**config.mk**
```make
export PLATFORM = sky130hd
export DESIGN_NAME = divide_prog_n
export DESIGN_NICKNAME = d
export VERILOG_FILES = /design/src/rtl/divide_prog_n.sv
export SDC_FILE = /design/constraint.sdc
export NUM_CORES = 1
export LEC_CHECK = 0
export CORE_UTILIZATION = 35
export CTS_BUF_LIST = sky130_fd_sc_hd__clkbuf_4 sky130_fd_sc_hd__clkbuf_8 sky130_fd_sc_hd__clkbuf_16
export CTS_CLUSTER_DIAMETER = 100
export CTS_CLUSTER_SIZE = 24
export DETAILED_ROUTE_END_ITERATION = 7
export DONT_BUFFER_PORTS = 1
export GPL_ROUTABILITY_DRIVEN = 0
export PLACE_DENSITY = 0.55
export SLEW_MARGIN = 20
export SYNTH_ARGS = -nofsm -noshare
export SYNTH_HDL_FRONTEND = slang
export SYNTH_SLANG_ARGS = --single-unit
export TNS_END_PERCENT = 30
```
**constraint.sdc**
```tcl
create_clock -name CLOCK -period 6.72 [get_ports CLOCK]
set_input_delay 0.672 -clock CLOCK [delete_from_list [all_inputs] [get_ports CLOCK]]
set_output_delay 0.672 -clock CLOCK [all_outputs]
set_load 0.005 [all_outputs]
```
**src/rtl/divide_prog_n.sv**
```systemverilog
// divide_prog_n: runtime-programmable divide-by-N counter
// falling-edge state, pulse or square output, safe divisor swap at wrap
module divide_prog_n #(
  parameter int W           = 10,
  parameter int DEFAULT_DIV = 1000
) (
  input  logic         CLOCK,
  input  logic         CLEAR,
  input  logic         ENABLE,
  input  logic         MODE,
  input  logic         LOAD,
  input  logic [W-1:0] DIV_IN,
  output logic [W-1:0] COUNT,
  output logic         TICK,
  output logic         OUT,
  output logic         PENDING,
  output logic         DIV_ERR,
  output logic [W-1:0] DIV
);

  localparam logic [W-1:0] DEF = W'(DEFAULT_DIV);

  logic [W-1:0] pend_q;
  logic [W-1:0] div_m1;
  logic [W-1:0] cnt_n;
  logic [W-1:0] div_n;
  logic [W-1:0] pend_n;
  logic [W-1:0] half_n;
  logic         wrap;
  logic         apply;
  logic         ld_ok;
  logic         ld_bad;
  logic         pending_n;
  logic         tick_n;
  logic         sq_n;

  // next-state: count advance, divisor swap at wrap, pending capture
  always_comb begin
    div_m1    = DIV - W'(1);
    wrap      = ENABLE && (COUNT == div_m1);
    apply     = wrap || (!ENABLE && PENDING);
    ld_ok     = LOAD && (DIV_IN >= W'(2));
    ld_bad    = LOAD && !ld_ok;
    cnt_n     = COUNT;
    div_n     = DIV;
    pend_n    = pend_q;
    pending_n = PENDING;
    if (ENABLE) begin
      cnt_n = wrap ? '0 : COUNT + W'(1);
    end
    if (apply) begin
      if (!ENABLE) begin
        cnt_n = '0;
      end
      pending_n = 1'b0;
      if (ld_ok) begin
        div_n = DIV_IN;
      end else if (PENDING) begin
        div_n = pend_q;
      end
    end else if (ld_ok) begin
      pend_n    = DIV_IN;
      pending_n = 1'b1;
    end
    half_n = div_n >> 1;
    tick_n = ENABLE && (cnt_n == div_n - W'(1));
    sq_n   = cnt_n < (div_n - half_n);
  end

  // state and registered outputs, falling edge, async clear
  always_ff @(negedge CLOCK or negedge CLEAR) begin
    if (!CLEAR) begin
      COUNT   <= '0;
      TICK    <= 1'b0;
      OUT     <= 1'b0;
      PENDING <= 1'b0;
      DIV_ERR <= 1'b0;
      DIV     <= DEF;
      pend_q  <= DEF;
    end else begin
      COUNT   <= cnt_n;
      DIV     <= div_n;
      pend_q  <= pend_n;
      PENDING <= pending_n;
      TICK    <= tick_n;
      if (ld_ok) begin
        DIV_ERR <= 1'b0;
      end else if (ld_bad) begin
        DIV_ERR <= 1'b1;
      end
      if (MODE) begin
        OUT <= ENABLE ? sq_n : OUT;
      end else begin
        OUT <= tick_n;
      end
    end
  end

endmodule

```
### After elaboration in Yosys (flattened, before gate mapping)

Cells that the tools add are included.

| word-level totals | value |
|---|---|
| register bits after elaboration | 34 |
| bits in latches | 0 |
| memory bits (writable) | 0 |
| ROM bits | 0 |
| input port bits | 15 |
| output and inout bits | 24 |
| word-level logic and storage cells | 41 |
| memories kept | 0 |

| cells by class | value |
|---|---|
| $add $sub $neg | 4 |
| $mul | 0 |
| divide/modulo/power cells | 0 |
| magnitude comparators | 2 |
| eq/ne operators | 3 |
| shift operators | 0 |
| multiplexer cells | 13 |
| bitwise gates (word level) | 1 |
| reductions and logical operators | 11 |

Operators with widths:

| cell | count |
|---|---|
| $mux 10 | 7 |
| $eq 10x10->1 | 2 |
| $sub 10x1->10 const B | 2 |
| $add 10x1->10 const B | 1 |
| $ge 10x2->1 const B | 1 |
| $lt 10x10->1 | 1 |
| $sub 10x9->10 | 1 |
| $mux 1 | 6 |
| $logic_and 1x1->1 | 5 |
| $reduce_bool 2->1 | 2 |
| $logic_not 1->1 | 2 |
| $ne 2x2->1 const B | 1 |
| $reduce_and 2->1 | 1 |
| $logic_or 1x1->1 | 1 |
| $not 1->1 | 1 |

### Longest topological paths before layout

Gate-level depths: netlist of the first run.

| depth | value |
|---|---|
| word-level depth | 10 |
| gate-level depth with buffers | 28 |
| mapped depth without buffers | 27 |

==> results of run 1 <==
layout make-up:
type | instances | area, um^2 | area share
Multi-Input combinational cell | 277 | 2340 | 0.560
Sequential cell | 34 | 866 | 0.207
Timing Repair Buffer | 81 | 616 | 0.147
Tap cell | 108 | 135 | 0.0323
Inverter | 22 | 86.3 | 0.0206
Clock buffer | 6 | 82.6 | 0.0197
Clock inverter | 14 | 56.3 | 0.0135
metrics by stage:
step / instances / hold slack [ps]
global route: 542 / 469
detailed placement: 509 / 452
global placement: 509 / 444
CTS: 542 / 454
finish: 542 / 460
floorplan: 348 / 432
worst register-to-register path: stages (launching register included):
cell	delay (ps)
dfrtn_1	460
inv_1	200
ha_1	210
or3b_1	410
or3_1	350
o21a_1	120
or3_1	500
o21ai_1	230
nand2_1	70
a21oi_1	460
inv_1	190
ha_1	270
a21oi_2	130
o21bai_1	110
a21oi_2	170
o21bai_1	110
a21oi_2	190
o21bai_1	110
a21oi_2	160
xnor2_1	100
ha_1	290
and3_4	180
o2111ai_4	100
o211ai_1	180
o2bb2ai_1	80
state kept, by name, summed over array words and instances, names as in the netlist:
signal	cells
TICK	1
PENDING	1
OUT	1
COUNT	10
pend_q	10
DIV_ERR	1
DIV	10
cells by family after synthesis:
family,synth area share
AOI/OAI and AO/OA,0.187
DFF,0.271
xor gates and xnor gates,0.118
buffers and inverters,0.0541
muxes,0.0580
adders and majority gates,0.132
and+or+nand+nor,0.180
what timing repair did:
action / in CTS / in global routing
setup buffers: 14 / 0
endpoints found under the hold margin: 0 / 0
setup endpoints to repair: 2 / 2
pin swaps: 28 / 5
gates resized for setup: 19 / 5
path summary, 6_finish.rpt:
kind / slack (ps) / to / depth (start not counted) / start
min in group asynchronous: 3310 / DIV_ERR$_DFFE_NN0P_ / 0 / CLEAR
min reg2reg: 460 / pend_q[1]$_DFFE_NN0P_ / 1 / pend_q[1]$_DFFE_NN0P_
max reg2reg: 1200 / OUT$_DFFE_NN0P_ / 24 / DIV[0]$_DFF_NN0_
min: 460 / pend_q[1]$_DFFE_NN0P_ / 1 / pend_q[1]$_DFFE_NN0P_
max: -1150 / OUT$_DFFE_NN0P_ / 26 / DIV_IN[2]
max in group asynchronous: 3150 / DIV[5]$_DFF_NN1_ / 0 / CLEAR
cell usage in the layout (no fill, tap or decap), types with 4 or more instances in the layout:
| master | instances |
|---|---|
| a21oi_1 | 6 |
| nand2_1 | 18 |
| or3_1 | 5 |
| dfstp_2 | 12 |
| xnor2_1 | 29 |
| xor2_1 | 14 |
| nor3_1 | 6 |
| o21a_1 | 4 |
| mux2_2 | 11 |
| or4_4 | 4 |
| nand2b_1 | 9 |
| o211ai_1 | 4 |
| ha_1 | 28 |
| nand4_1 | 5 |
| a211oi_1 | 4 |
| inv_1 | 32 |
| nor2_1 | 19 |
| mux2i_1 | 5 |
| nor2_2 | 4 |
| o2bb2ai_1 | 4 |
| a21oi_2 | 6 |
| buf_4 | 79 |
| o21ai_0 | 7 |
| and3_1 | 4 |
| nand3_1 | 4 |
| clkbuf_8 | 6 |
| dfrtn_1 | 22 |
routing by layer:
layer	GRT usage	vias to the layer above	wire length, um
li1	-	1432	-
met1	0.292	1403	4390
met2	0.347	97	4500
met3	0.0281	21	446
met4	0.0826	0	331
met5	0	-	0
power by group through the flow:
stage / Combinational, mW / Sequential (mW) / Clock, mW
floorplan: 0.527 / 0.301 / 0.0119
global placement: 0.772 / 0.346 / 0.0119
detailed placement: 0.783 / 0.347 / 0.0119
CTS: 0.902 / 0.344 / 0.197
global route: 1.01 / 0.353 / 0.210
finish: 0.920 / 0.343 / 0.192
==> metrics.csv, run 1 <==
stage;metric;value;unit
synth;Avg Cell Area, Syn;9.18;um^2
setup_path;Worst EP arrival;4660;ps
worst_hold_path;worst min path class;reg -> reg;
sta;RSZ-0062 raised after global routing;yes;
finish;FILL cells;854;
setup_path;worst-path fanout max;6;
finish;share of post-route cells with drive strength above 1;0.355;
grt;Overall Global Routing Usage;0.215;
power;Clock Power Share;0.132;
synth;Main synth FF type;dfrtn_1;
power;Net Sw Frac;0.420;
synth;YS warnings;0;
clock_tree;hold buffers post-CTS;0;
sta;final setup fails;2;
synth;Area contributors post-synth;dfrtn_1, ha_1, dfstp_2;
flow_run;max cap viols;0;
synth;register area share after synthesis;0.271;
synth;Synth area leader;dfrtn_1;
synth;Synth async-reset ratio;1.00;
grt;global route overflow;0;
clock_tree;later-pin clock latency in the skew report;360;ps
clock_tree;number of H-tree levels;2;
setup_path;critical path's top delay family;compound AO/OA/AOI/OAI gates;
power;PwrDens;348;mW/mm^2
finish;diode count;0;
clock_tree;CTS root buf;clkbuf_8;
power;Gate power share;0.632;
detailed_routing;post-DR vias/cell;5.45;
grt;vias in the first global route;3037;
detailed_routing;DR WL/cell;17.8;um
synth;area share of the leading cell type in the synthesized netlist;0.172;
power;Flop pwr share;0.236;
sta;Final Hold Fails;0;
clock_tree;CTS tree;yes;
place;Final HPWL DP;7650;um
synth;mapped cell area;0.00319;mm^2
place;Placed Area;0.00383;mm^2
sta;Max Transition Viols Final;0;
power;Worst VDD drop;0.114;mV
setup_path;peak per-stage delay on the critical path;540;ps
detailed_routing;total wire length;9670;um
floorplan;Die H;97.5;um
finish;Final Cell Area;0.00418;mm^2
floorplan;Core Region;0.00876;mm^2
finish;area grow syn2layout;31.0;%
synth;most frequent cell after synthesis;ha_1;
run_status;failing checks;negative setup slack;
clock_tree;CTS sink count;34;
power;Sw Pwr;0.612;mW
synth;synth cell count leaders;ha_1, xnor2_1, dfrtn_1, inv_1, nor2_1;
detailed_routing;vias;2953;
detailed_routing;antenna-violating nets left;0;
synth;Synth Instances;348;
synth;Syn Nets;396;
place;dpl ws;-1710;ps
sta;setup tns final;-1870;ps
clock_tree;Reg clk slew, reported paths;50;ps
sta;max_slew headroom;0.548;
floorplan;die area;0.00951;mm^2
setup_path;slowest cell on the critical path;or4_4;
run_status;status;finished with violations;
floorplan;IO Pins;39;
synth;library cells used by synthesis;65;
synth;EDFF count, synth;0;
clock_tree;clock buffer depth;2;
power;Leak;1.88;nW
setup_path;Crit path required time;3500;ps
detailed_routing;first-pass iteration count of the detailed router;5;
setup_path;Worst Setup End Kind;flop;
setup_path;crit path kind;in -> reg;
detailed_routing;DRC;0;
place;# port buffers;0;
sta;final setup margin;-1150;ps
synth;flops & latches, synth;34;
finish;nets;481;
clock_tree;Num CTS Buffers;5;
floorplan;Cell Rows;34;
sta;Tightest Pin Transition;674;ps
floorplan;die width;97.5;um
floorplan;Initial Util;0.364;
grt;antenna violations before repair;0;
grt;largest net degree at the start of global routing;35;
power;Final Power;1.46;mW
setup_path;buffer and inverter count on the worst path;4;
setup_path;CP startpoint kind;primary input;
detailed_routing;Iter 0 DRT Violations;123;
sta;Worst Skew;63.5;ps
finish;Core Util, Final;0.477;
grt;first-pass GRT wire length;16200;um
power;P_int;0.844;mW
Power figures use the tool's default switching activity.
==> inputs of run 2 (changes only) <==
CELL_PAD_IN_SITES_DETAIL_PLACEMENT = 1   (was unset)
CELL_PAD_IN_SITES_GLOBAL_PLACEMENT = 1   (was unset)
PLACE_DENSITY = 0.66   (was 0.55)
==> metrics.csv, run 2 (synthesized netlist as in run 1, its figures left out) <==
stage;metric;value;unit
finish;commonest non-fill, non-tap cell in the layout;buf_4;
worst_hold_path;hold path cells;1;
sta;max_slew headroom;0.457;
worst_hold_path;hold path start;pend_q[4]$_DFFE_NN0P_;
sta;final setup margin;-1170;ps
detailed_routing;first-pass iteration count of the detailed router;4;
flow_run;max cap viols;0;
setup_path;Crit path required time;3510;ps
clock_tree;Reg clk slew, reported paths;50;ps
setup_path;worst reg2reg path startpoint;DIV[0]$_DFF_NN0_;
worst_hold_path;worst min path class;reg -> reg;
grt;first-pass GRT wire length;17900;um
run_status;failing checks;negative setup slack;
place;Final HPWL DP;8550;um
grt;largest net degree at the start of global routing;35;
detailed_routing;antenna-violating nets left;0;
setup_path;CP startpoint kind;primary input;
clock_tree;number of H-tree levels;2;
floorplan;Initial Util;0.364;
setup_path;slowest cell on the critical path;or4_4;
sta;RSZ-0062 raised after global routing;yes;
grt;antenna violations before repair;0;
finish;share of post-route cells with drive strength above 1;0.328;
setup_path;Worst EP arrival;4680;ps
setup_path;Top cell by count, worst path;nor2_1;
grt;vias in the first global route;3290;
finish;FILL cells;1029;
setup_path;Worst Setup End Kind;flop;
sta;Tightest Pin Transition;809;ps
setup_path;worst-case reg-to-reg path depth;27;
detailed_routing;post-DR vias/cell;5.52;
grt;Overall Global Routing Usage;0.242;
power;Leak;1.84;nW
setup_path;cells along the critical path;or4_4 > o41ai_4 > nor2b_1 > buf_4 > nor2_4 > o22ai_4 > inv_2 > ha_4 > fa_2 > o21bai_1 > a21oi_2 > nor2_1 > nor2_1 > nor2_1 > o21ai_2 > nand2b_1 > a21oi_2 > xor2_1 > ha_1 > a21o_1 > a21oi_1 > mux2_4 > o211ai_1 > o2bb2ai_1;
floorplan;die area;0.00951;mm^2
setup_path;Critical R2R Capture;OUT$_DFFE_NN0P_;
power;PwrDens;344;mW/mm^2
grt;M1 GR Usage;0.302;
floorplan;Die H;97.5;um
grt;GR Util met2;0.418;
run_status;status;finished with violations;
power;Worst VDD drop;0.100;mV
clock_tree;Num CTS Buffers;5;
detailed_routing;DRC;0;
worst_hold_path;Hold Path End;pend_q[4]$_DFFE_NN0P_;
setup_path;Reg2Reg Setup Slack;1110;ps
clock_tree;CTS root buf;clkbuf_8;
floorplan;Cell Rows;34;
setup_path;peak per-stage delay on the critical path;550;ps
finish;Final Cell Area;0.00406;mm^2
finish;nets;472;
setup_path;worst-path fanout max;4;
clock_tree;CTS tree;yes;
finish;most frequent cells in the layout;buf_4, inv_1, ha_1;
detailed_routing;total wire length;11100;um
place;# port buffers;0;
detailed_routing;vias;2937;
sta;Max Transition Viols Final;0;
sta;Final Hold Fails;0;
sta;final setup fails;2;
grt;global route overflow;0;
sta;Worst Skew;81.8;ps
clock_tree;clock buffer depth;2;
setup_path;crit path kind;in -> reg;
finish;diode count;0;
finish;area grow syn2layout;27.2;%
finish;Regs by FF count;COUNT: 10 flops, DIV: 10 flops, pend_q: 10 flops;
sta;setup tns final;-1910;ps
floorplan;die width;97.5;um
grt;Most Crowded Layer GR;met2;
detailed_routing;DR WL/cell;20.8;um
clock_tree;CTS sink count;34;
floorplan;Core Region;0.00876;mm^2
floorplan;IO Pins;39;
grt;grt met3 use;0.0374;
clock_tree;hold buffers post-CTS;0;
clock_tree;later-pin clock latency in the skew report;370;ps
place;Placed Area;0.00381;mm^2
detailed_routing;Iter 0 DRT Violations;139;
## run 2: worst max-delay path, delay by kind of cell
kind | cells | cell delay (ps)
muxes | 1 | 250
AOI/OAI and AO/OA | 10 | 1260
and+or+nand+nor | 7 | 1230
xor gates and xnor gates | 1 | 160
buffers and inverters | 2 | 250
adders and majority gates | 3 | 850
## run 2: layer usage
layer | vias up | part of all wire | wire length, um
li1 | 1405 | - | -
met1 | 1455 | 0.45 | 4990
met2 | 51 | 0.49 | 5460
met3 | 26 | 0.029 | 326
met4 | 0 | 0.027 | 302
met5 | - | 0 | 0
## run 2: worst max-delay path by stage
stage / from / end / slack, ps / depth (start not counted)
3_5_place_dp: DIV_IN[6] / OUT$_DFFE_NN0P_ / -1610 / 24
5_1_grt: DIV_IN[2] / OUT$_DFFE_NN0P_ / -1440 / 24
4_1_cts: DIV_IN[2] / OUT$_DFFE_NN0P_ / -1160 / 24
2_1_floorplan: DIV_IN[6] / OUT$_DFFE_NN0P_ / -1410 / 24
6_report: DIV_IN[2] / OUT$_DFFE_NN0P_ / -1170 / 24
3_3_place_gp: DIV_IN[6] / OUT$_DFFE_NN0P_ / -1570 / 24
## run 2: what timing repair did
action / in CTS / in global routing
setup buffers: 8 / 0
resized for setup: 12 / 3
setup endpoints to repair: 2 / 2
pin swaps: 17 / 2
## run 2: final cells by class
cell class                      instances  area (um^2)  area share
Clock buffer                            6         76.3      0.0188
Clock inverter                         13         62.6      0.0154
Inverter                               22         83.8      0.0206
Multi-Input combinational cell        277         2300       0.565
Sequential cell                        34          866       0.213
Tap cell                              108          135      0.0333
Timing Repair Buffer                   72          541       0.133
## run 2: power by group
part / switching (mW) / internal [mW] / leakage (nW) / total [mW]
sequential: 0.0850 / 0.260 / 0.407 / 0.345
clock: 0.100 / 0.103 / 0.117 / 0.203
combinational: 0.415 / 0.433 / 1.32 / 0.848
total: 0.600 / 0.795 / 1.84 / 1.40
## run 2: metrics by stage
stage	power, mW	setup WS (ps)	util	instances	hold slack [ps]
after CTS	1.39	-1160	0.462	532	462
after floorplan	0.840	-1410	-	348	432
after global routing	1.50	-1440	0.463	532	466
after detailed placement	1.15	-1610	0.434	506	458
after global placement	1.12	-1570	0.434	506	443
final	1.40	-1170	0.463	532	461
==> inputs of run 3 (changes only) <==
CAP_MARGIN = 20   (was unset)
CORE_MARGIN = 4   (was unset)
CORE_UTILIZATION = 50   (was 35)
PLACE_DENSITY = 0.87   (was 0.66)
==> metrics.csv, run 3 (synthesized netlist as in run 1, its figures left out) <==
stage;metric;value;unit
worst_hold_path;worst min path class;reg -> reg;
grt;largest net degree at the start of global routing;35;
clock_tree;Num CTS Buffers;5;
floorplan;IO Pins;39;
finish;Final Cell Area;0.00406;mm^2
grt;Overall Global Routing Usage;0.385;
grt;global route overflow;0;
sta;Tightest Pin Transition;794;ps
clock_tree;number of H-tree levels;2;
grt;antenna violations before repair;1;
run_status;failing checks;negative setup slack;
power;Leak;1.85;nW
detailed_routing;DRC;0;
setup_path;Worst EP arrival;5100;ps
detailed_routing;post-DR vias/cell;7.16;
finish;area grow syn2layout;27.1;%
sta;Worst Skew;93.0;ps
detailed_routing;antenna-violating nets left;0;
sta;final setup margin;-1590;ps
grt;first-pass GRT wire length;21600;um
detailed_routing;vias;3578;
power;PwrDens;395;mW/mm^2
clock_tree;CTS root buf;clkbuf_8;
detailed_routing;first-pass iteration count of the detailed router;5;
floorplan;die width;87.9;um
finish;Core Util, Final;0.669;
flow_run;max cap viols;0;
finish;commonest non-fill, non-tap cell in the layout;buf_4;
finish;Regs by FF count;COUNT: 10 flops, DIV: 10 flops, pend_q: 10 flops;
finish;FILL cells;684;
grt;vias in the first global route;3656;
finish;nets;471;
sta;max_slew headroom;0.466;
sta;Final Hold Fails;0;
finish;share of post-route cells with drive strength above 1;0.344;
setup_path;CP startpoint kind;primary input;
finish;FF/Latch Area;866;um^2
sta;final setup fails;2;
place;Final HPWL DP;9440;um
sta;setup tns final;-2770;ps
sta;Max Transition Viols Final;0;
place;Placed Area;0.00377;mm^2
floorplan;die area;0.00773;mm^2
setup_path;Crit path required time;3510;ps
place;dpl ws;-1760;ps
floorplan;Die H;87.9;um
power;Worst VDD drop;0.265;mV
clock_tree;CTS tree;yes;
sta;RSZ-0062 raised after global routing;yes;
detailed_routing;DR WL/cell;31.1;um
detailed_routing;Iter 0 DRT Violations;478;
power;Final Power;1.60;mW
floorplan;Initial Util;0.527;
floorplan;Core Region;0.00606;mm^2
clock_tree;CTS sink count;34;
setup_path;Worst Setup End Kind;flop;
place;# port buffers;0;
floorplan;Cell Rows;28;
run_status;status;finished with violations;
setup_path;worst-path fanout max;7;
detailed_routing;total wire length;15500;um
clock_tree;later-pin clock latency in the skew report;400;ps
finish;area of the multi-input gates;0.00232;mm^2
clock_tree;hold buffers post-CTS;0;
setup_path;crit path kind;in -> reg;
clock_tree;Reg clk slew, reported paths;60;ps
finish;most frequent cells in the layout;buf_4, inv_1, ha_1;
clock_tree;clock buffer depth;2;
-- run 3: path summary, 6_finish.rpt --
check	from	end	slack [ps]	cells past startpoint
hold / removal	pend_q[4]$_DFFE_NN0P_	pend_q[4]$_DFFE_NN0P_	490	1
setup reg to reg	DIV[0]$_DFF_NN0_	OUT$_DFFE_NN0P_	680	26
min in group asynchronous	CLEAR	TICK$_DFF_NN0_	3300	0
setup / recovery	DIV_IN[6]	OUT$_DFFE_NN0P_	-1590	25
hold reg to reg	pend_q[4]$_DFFE_NN0P_	pend_q[4]$_DFFE_NN0P_	490	1
max in group asynchronous	CLEAR	DIV[6]$_DFF_NN1_	3160	0
-- run 3: what timing repair did --
| action | 4_1_cts | 5_1_grt |
|---|---|---|
| pin swaps | 10 | 9 |
| gates resized for setup | 8 | 15 |
| setup endpoints to repair | 2 | 2 |
| setup buffers | 4 | 2 |
-- run 3: worst max-delay path: stages --
cell and delay, ps:
or4_4 550, o41ai_4 320, buf_4 220, nand2_1 120, buf_4 220, o22ai_2 170, nand2_1 130, o21ai_2 80
buf_4 150, ha_1 270, inv_1 120, a21oi_2 80, o21bai_1 220, a21oi_2 100, o21bai_1 170, a21oi_2 90
buf_4 140, xnor2_1 130, ha_1 310, a21o_1 130, a21o_1 140, a21oi_1 70, mux2_2 270, o211ai_1 90
o2bb2ai_1 100
-- run 3: power by group --
part / switching, mW / total, mW / internal (mW)
combinational: 0.556 / 1.02 / 0.463
clock: 0.116 / 0.230 / 0.114
sequential: 0.0944 / 0.354 / 0.260
total: 0.766 / 1.60 / 0.837
-- run 3: final cells by class --
class	instances	area share
diodes	1	0.000617
clock buffers	8	0.0268
clock inverters	12	0.0111
inverters	22	0.0207
multi-input cells	277	0.572
flip-flops and latches	34	0.213
well taps	75	0.0231
repair buffers	71	0.132
-- run 3: routing by layer --
| metal | wire length [um] | global-route usage |
|---|---|---|
| met5 | 0 | 0 |
| met2 | 7270 | 0.665 |
| met1 | 5760 | 0.452 |
| met3 | 1400 | 0.0828 |
| met4 | 1110 | 0.183 |
-- run 3: per-stage QoR --
step	hold slack, ps	instances
floorplan	432	348
global placement	448	474
detailed placement	453	474
CTS	448	497
global route	510	499
finish	495	500
